`config.mk`:
```
export PLATFORM = sky130hd
export DESIGN_NAME = radar_trig_gen
export DESIGN_NICKNAME = d
export VERILOG_FILES = /design/src/rtl/radar_sim_pkg.sv /design/src/rtl/tick_sync_edge.sv /design/src/rtl/radar_trig_gen.sv
export SDC_FILE = /design/constraint.sdc
export NUM_CORES = 1
export LEC_CHECK = 0
export CAP_MARGIN = 30
export CORE_ASPECT_RATIO = 0.7
export CORE_MARGIN = 2
export CORE_UTILIZATION = 50
export DETAILED_ROUTE_END_ITERATION = 8
export PLACE_DENSITY_LB_ADDON = 0.05
export SLEW_MARGIN = 20
export SYNTH_ARGS = -nofsm -noshare
export SYNTH_HDL_FRONTEND = slang
export SYNTH_SLANG_ARGS = --single-unit
```
`constraint.sdc`:
```
create_clock -name clk -period 3.4 [get_ports clk]
set_input_delay 0.68 -clock clk [delete_from_list [all_inputs] [get_ports clk]]
set_output_delay 0.68 -clock clk [all_outputs]
set_load 0.05 [all_outputs]
```
`src/rtl/radar_sim_pkg.sv`:
```
`default_nettype none
// ============================================================================
// Module      : radar_sim_pkg
// Description : Shared types and default widths for the radar simulator
//               trigger path (FSM encoding, counter widths, pulse width).
// Revision    : 1.0 - initial release
// ============================================================================
package radar_sim_pkg;

  // Trigger generator FSM encoding
  typedef enum logic [1:0] {
    ST_IDLE  = 2'd0,
    ST_COUNT = 2'd1,
    ST_PULSE = 2'd2
  } trig_state_t;

  localparam int PW_DEF         = 16;
  localparam int CW_DEF         = 16;
  localparam int TRIG_WIDTH_DEF = 8;

endpackage : radar_sim_pkg
`default_nettype wire

```
`src/rtl/tick_sync_edge.sv`:
```
`default_nettype none
// ============================================================================
// Module      : tick_sync_edge
// Description : Two-flop synchroniser for an asynchronous divided clock,
//               followed by a rising-edge detector producing a one-cycle
//               tick in the clk domain. Falling edges are ignored.
// Revision    : 1.0 - initial release
// ============================================================================
module tick_sync_edge (
  input  logic clk,
  input  logic rst,
  input  logic async_in,
  output logic tick
);

  logic r_s1;
  logic r_s2;
  logic r_s3;

  // Synchroniser chain plus one extra stage holding the previous value
  always_ff @(posedge clk or posedge rst) begin
    if (rst) begin
      r_s1 <= 1'b0;
      r_s2 <= 1'b0;
      r_s3 <= 1'b0;
    end else begin
      r_s1 <= async_in;
      r_s2 <= r_s1;
      r_s3 <= r_s2;
    end
  end

  assign tick = r_s2 & ~r_s3;

endmodule : tick_sync_edge
`default_nettype wire

```
`src/rtl/radar_trig_gen.sv`:
```
`default_nettype none
// ============================================================================
// Module      : radar_trig_gen
// Description : Counts ticks of the divided clock and issues a fixed-width
//               radar trigger every PERIOD ticks, with an azimuth reference
//               pulse every ACP_PER_ARP triggers.
// Options     : RADAR_TRIG_ARP_EN - build the ACP index counter and ARP
//               output; when undefined arp_out is tied low.
// Revision    : 1.0 - initial release
// ============================================================================
module radar_trig_gen
  import radar_sim_pkg::*;
#(
  parameter int PW          = PW_DEF,
  parameter int CW          = CW_DEF,
  parameter int TRIG_WIDTH  = TRIG_WIDTH_DEF,
  parameter int ACP_PER_ARP = 4096
) (
  input  logic          clk,
  input  logic          rst,
  input  logic          en,
  input  logic          tick_in,
  input  logic [PW-1:0] period,
  output logic          trig_out,
  output logic          arp_out,
  output logic [CW-1:0] trig_cnt,
  output logic          overrun,
  output logic          busy
);

  localparam int            c_WW         = (TRIG_WIDTH > 1) ? $clog2(TRIG_WIDTH) : 1;
  localparam logic [c_WW-1:0] c_WIDTH_LOAD = c_WW'(TRIG_WIDTH - 1);
  localparam logic [PW-1:0] c_P_ONE      = PW'(1);
  localparam logic [CW-1:0] c_C_ONE      = CW'(1);

  trig_state_t     r_state;
  trig_state_t     w_state_nxt;
  logic            w_tick;
  logic            w_fire;
  logic            w_hold;
  logic            w_width_done;
  logic [PW-1:0]   r_period;
  logic [PW-1:0]   r_tick_cnt;
  logic [c_WW-1:0] r_width_cnt;

  tick_sync_edge u_tick_sync (
    .clk      (clk),
    .rst      (rst),
    .async_in (tick_in),
    .tick     (w_tick)
  );

  // A trigger is due on the tick that completes period_r ticks; EN low
  // discards a coincident tick.
  assign w_fire       = en && w_tick && (r_state != ST_IDLE) &&
                        (r_tick_cnt == (r_period - c_P_ONE));
  assign w_hold       = !en || (r_state == ST_IDLE);
  assign w_width_done = (r_width_cnt == '0);

  // FSM state register
  always_ff @(posedge clk or posedge rst) begin
    if (rst) begin
      r_state <= ST_IDLE;
    end else begin
      r_state <= w_state_nxt;
    end
  end

  // FSM next-state decode
  always_comb begin
    w_state_nxt = r_state;
    if (!en) begin
      w_state_nxt = ST_IDLE;
    end else begin
      case (r_state)
        ST_IDLE:  if (period != '0) w_state_nxt = ST_COUNT;
        ST_COUNT: if (w_fire) w_state_nxt = ST_PULSE;
        ST_PULSE: begin
          if (w_fire) begin
            w_state_nxt = ST_PULSE;
          end else if (w_width_done) begin
            w_state_nxt = ST_COUNT;
          end
        end
        default:  w_state_nxt = ST_IDLE;
      endcase
    end
  end

  // FSM output decode
  always_comb begin
    busy = (r_state != ST_IDLE);
  end

  // Tick counter, period latch, pulse width timer, trigger count, overrun
  always_ff @(posedge clk or posedge rst) begin
    if (rst) begin
      r_period    <= '0;
      r_tick_cnt  <= '0;
      r_width_cnt <= '0;
      trig_out    <= 1'b0;
      trig_cnt    <= '0;
      overrun     <= 1'b0;
    end else if (w_hold) begin
      r_tick_cnt  <= '0;
      r_width_cnt <= '0;
      trig_out    <= 1'b0;
      trig_cnt    <= '0;
      overrun     <= 1'b0;
      if (en && (period != '0)) begin
        r_period <= period;
      end
    end else if (w_fire) begin
      r_tick_cnt  <= '0;
      // A zero period seen at a trigger means "every tick"
      r_period    <= (period == '0) ? c_P_ONE : period;
      r_width_cnt <= c_WIDTH_LOAD;
      trig_out    <= 1'b1;
      trig_cnt    <= trig_cnt + c_C_ONE;
      if (r_state == ST_PULSE) begin
        overrun <= 1'b1;
      end
    end else begin
      if (w_tick) begin
        r_tick_cnt <= r_tick_cnt + c_P_ONE;
      end
      if (r_state == ST_PULSE) begin
        if (w_width_done) begin
          trig_out <= 1'b0;
        end else begin
          r_width_cnt <= r_width_cnt - c_WW'(1);
        end
      end
    end
  end

`ifdef RADAR_TRIG_ARP_EN
  localparam int              c_AW       = (ACP_PER_ARP > 1) ? $clog2(ACP_PER_ARP) : 1;
  localparam logic [c_AW-1:0] c_ACP_LAST = c_AW'(ACP_PER_ARP - 1);

  logic [c_AW-1:0] r_acp_idx;

  // ACP index and ARP pulse: ARP marks the trigger at index 0 and lasts as
  // long as that trigger's pulse
  always_ff @(posedge clk or posedge rst) begin
    if (rst) begin
      r_acp_idx <= '0;
      arp_out   <= 1'b0;
    end else if (w_hold) begin
      r_acp_idx <= '0;
      arp_out   <= 1'b0;
    end else if (w_fire) begin
      arp_out   <= (r_acp_idx == '0);
      r_acp_idx <= (r_acp_idx == c_ACP_LAST) ? '0 : r_acp_idx + c_AW'(1);
    end else if ((r_state == ST_PULSE) && w_width_done) begin
      arp_out <= 1'b0;
    end
  end
`else
  localparam int c_unused_acp = ACP_PER_ARP;

  assign arp_out = 1'b0;
`endif

endmodule : radar_trig_gen
`default_nettype wire

```
==> results.toml <==
[routing]
dr.pass1.iters = 4
vias = 2547
dr.first_iter.drc_count = 143
ant_nets = 0
vias_per_cell = 5.63
drc = 0
wire_per_inst_um = 15.4
wl_um = 6970

[die]
dieArea_um2 = 6940
die_h_um = 70.3
core_area_um2 = 6160
io_pins = 40
start_util = 0.510
die_w_um = 98.7
row_count = 24

[timing]
post-route-min-period_ns = 3.22
post-route-period-util = 0.946
setup_viol = 0
tightest_slew_ns = 0.741
whs_ns = 0.361
max_freq_ghz = 0.311
maxSlewHeadroom = 0.506
grt_setup_unrepaired = "false"
hold_viol_final = 0
slew_viol_final = 0
finalWorstSetupSlack_ns = 0.184
tns_ns = 0
fin_skew_ns = 0.00877

[worst_setup_path]
critPathLaunchType = "flop"
cp.arrival_ns = 3.48
required_ns = 3.66
cp-end-kind = "flop"
cp_max_fo = 18
path_class = "reg -> reg"

[global_route]
grt_usage = 0.216
grt_pass1_wl_um = 11700
grt_pass1_vias = 2428
grt-ovfl-total = 0
antenna_found_initial = 0
grt_max_degree = 59

[job]
drv_cap = 0

[clocking]
htreeDepth = 3
hold_buffers = 0
cts_tree = "built"
cts_root_buffer = "clkbuf_8"
clock_path_buffers = 2
cts_num_sinks = 58
clk_latency_ns = 0.34
cts_buffers = 9
cts.clk_slew.worst_paths_ns = 0.06

[yosys]
synth_edf_count = 0
synth_nets = 347
netlist_instances = 322
synth_top_area_share = 0.462
synthFlopType = "dfrtp_1"
synth_cell_types = 38
synthTopCellsByArea = "dfrtp_1 46%, xor2_1 6.7%, mux2_2 5.4%, xnor2_1 3.9%, nand3_1 3.0%"
ys_warn_count = 0
synth-seq-area-share = 0.462
syn-cell-area_um2 = 3140
yosysTopAreaCell = "dfrtp_1"
synth-seq-cells = 58
syn_avg_cell_area_um2 = 9.75
synthArstFlopShare = 1.00

[pwr]
power.density_nw_per_um2 = 453
vdd_drop_max_v = 0.000279
p_leak_nw = 1.59

[final_layout]
layout_commonest_cell = "dfrtp_1"
mostFrequentLayoutCells = "58 x dfrtp_1, 38 x clkdlybuf4s50_1, 24 x nor2_1, 24 x xor2_1"
final_nets = 395
n_antenna_cell = 0
drive_gt1_frac = 0.134
area_delta_synth_final_pct = 23.4

[hold_path]
min_path_type = "reg -> reg"

[outcome]
outcome = "completed"

[placement]
portBuffers = 38
hpwl_um = 4970
pre_cts_slack_ns = 0.0872
gp_congestion = 0.832
critical path, cell delays in order, from the launching register on:
cell	delay [ns]
dfrtp_1	0.40
or4_4	0.59
o21a_1	0.21
or4_1	0.48
and3_1	0.18
or4_4	0.56
buf_4	0.23
or3_1	0.35
a21oi_1	0.14
per-layer routing:
metal  vias to the layer above  track usage  part of all wire
li1                       1238            -                 -
met1                      1229        0.319              0.52
met2                        66        0.293              0.41
met3                        14       0.0691             0.050
met4                         0       0.0807             0.019
met5                         -            0                 0
kinds of logic (layout without fill, tap and decap cells):
group,Yosys count,after routing,synth area share
AOI/OAI and AO/OA,48,48,0.0905
xor gates and xnor gates,38,38,0.106
adders and majority gates,5,5,0.0199
buffers and inverters,28,80,0.0383
DFF,58,58,0.462
muxes,19,19,0.0666
other,1,1,0.00119
and+or+nand+nor,125,125,0.215
path summary, 6_finish.rpt:
| path | start | slack [ns] | cells past startpoint | end |
|---|---|---|---|---|
| max in group asynchronous | rst | 2.03 | 3 | r_period[6] |
| min | u_tick_sync.r_s1 | 0.36 | 0 | u_tick_sync.r_s2 |
| min reg2reg | u_tick_sync.r_s1 | 0.36 | 0 | u_tick_sync.r_s2 |
| max reg2reg | r_period[1] | 0.18 | 8 | trig_cnt[4] |
| min in group asynchronous | rst | 0.87 | 3 | r_width_cnt[1] |
| max | r_period[1] | 0.18 | 8 | trig_cnt[4] |
cells in the mapped netlist, drive strengths merged, types with 8 or more instances:
cell	number
dfrtp	58
nor2	24
xor2	24
nand2	19
nand3	19
a21oi	17
o21ai	16
mux2	15
xnor2	14
inv	13
or3	11
and3	10
clkbuf	10
nor3	8
nor4	8
or4	8
flip-flops by register name, indices dropped and copies added (netlist names):
register,flops
r_tick_cnt,16
r_state,2
u_tick_sync.r_s2,1
u_tick_sync.r_s3,1
overrun,1
u_tick_sync.r_s1,1
trig_cnt,16
r_width_cnt,3
trig_out,1
r_period,16
stage by stage:
stage | instances | power, mW | instance area (µm²) | util
global route | 452 | 1.84 | 3870 | 0.629
global placement | 437 | 1.10 | 3650 | 0.593
floorplan | 322 | 1.00 | 3140 | -
finish | 452 | 1.75 | 3870 | 0.629
detailed placement | 437 | 1.11 | 3650 | 0.593
CTS | 452 | 1.77 | 3850 | 0.626
what timing repair did:
item,4_1_cts,5_1_grt
resized for setup,0,4
endpoints found under the setup margin,0,9
setup buffers,0,0
power breakdown:
group	leakage [nW]	internal [mW]	switching (mW)	total (mW)
Sequential	0.765	0.738	0.0566	0.794
Clock	0.106	0.393	0.258	0.651
Combinational	0.718	0.153	0.157	0.309
Total	1.59	1.28	0.471	1.75
layout make-up:
class / count / area, µm²
Sequential cell: 58 / 1450
Multi-Input combinational cell: 236 / 1590
Timing Repair Buffer: 52 / 485
Fill cell: 500 / 2280
Tap cell: 78 / 97.6
Inverter: 13 / 48.8
Clock buffer: 13 / 169
Clock inverter: 2 / 35.0
No activity file was read; power rests on OpenSTA's default activity.
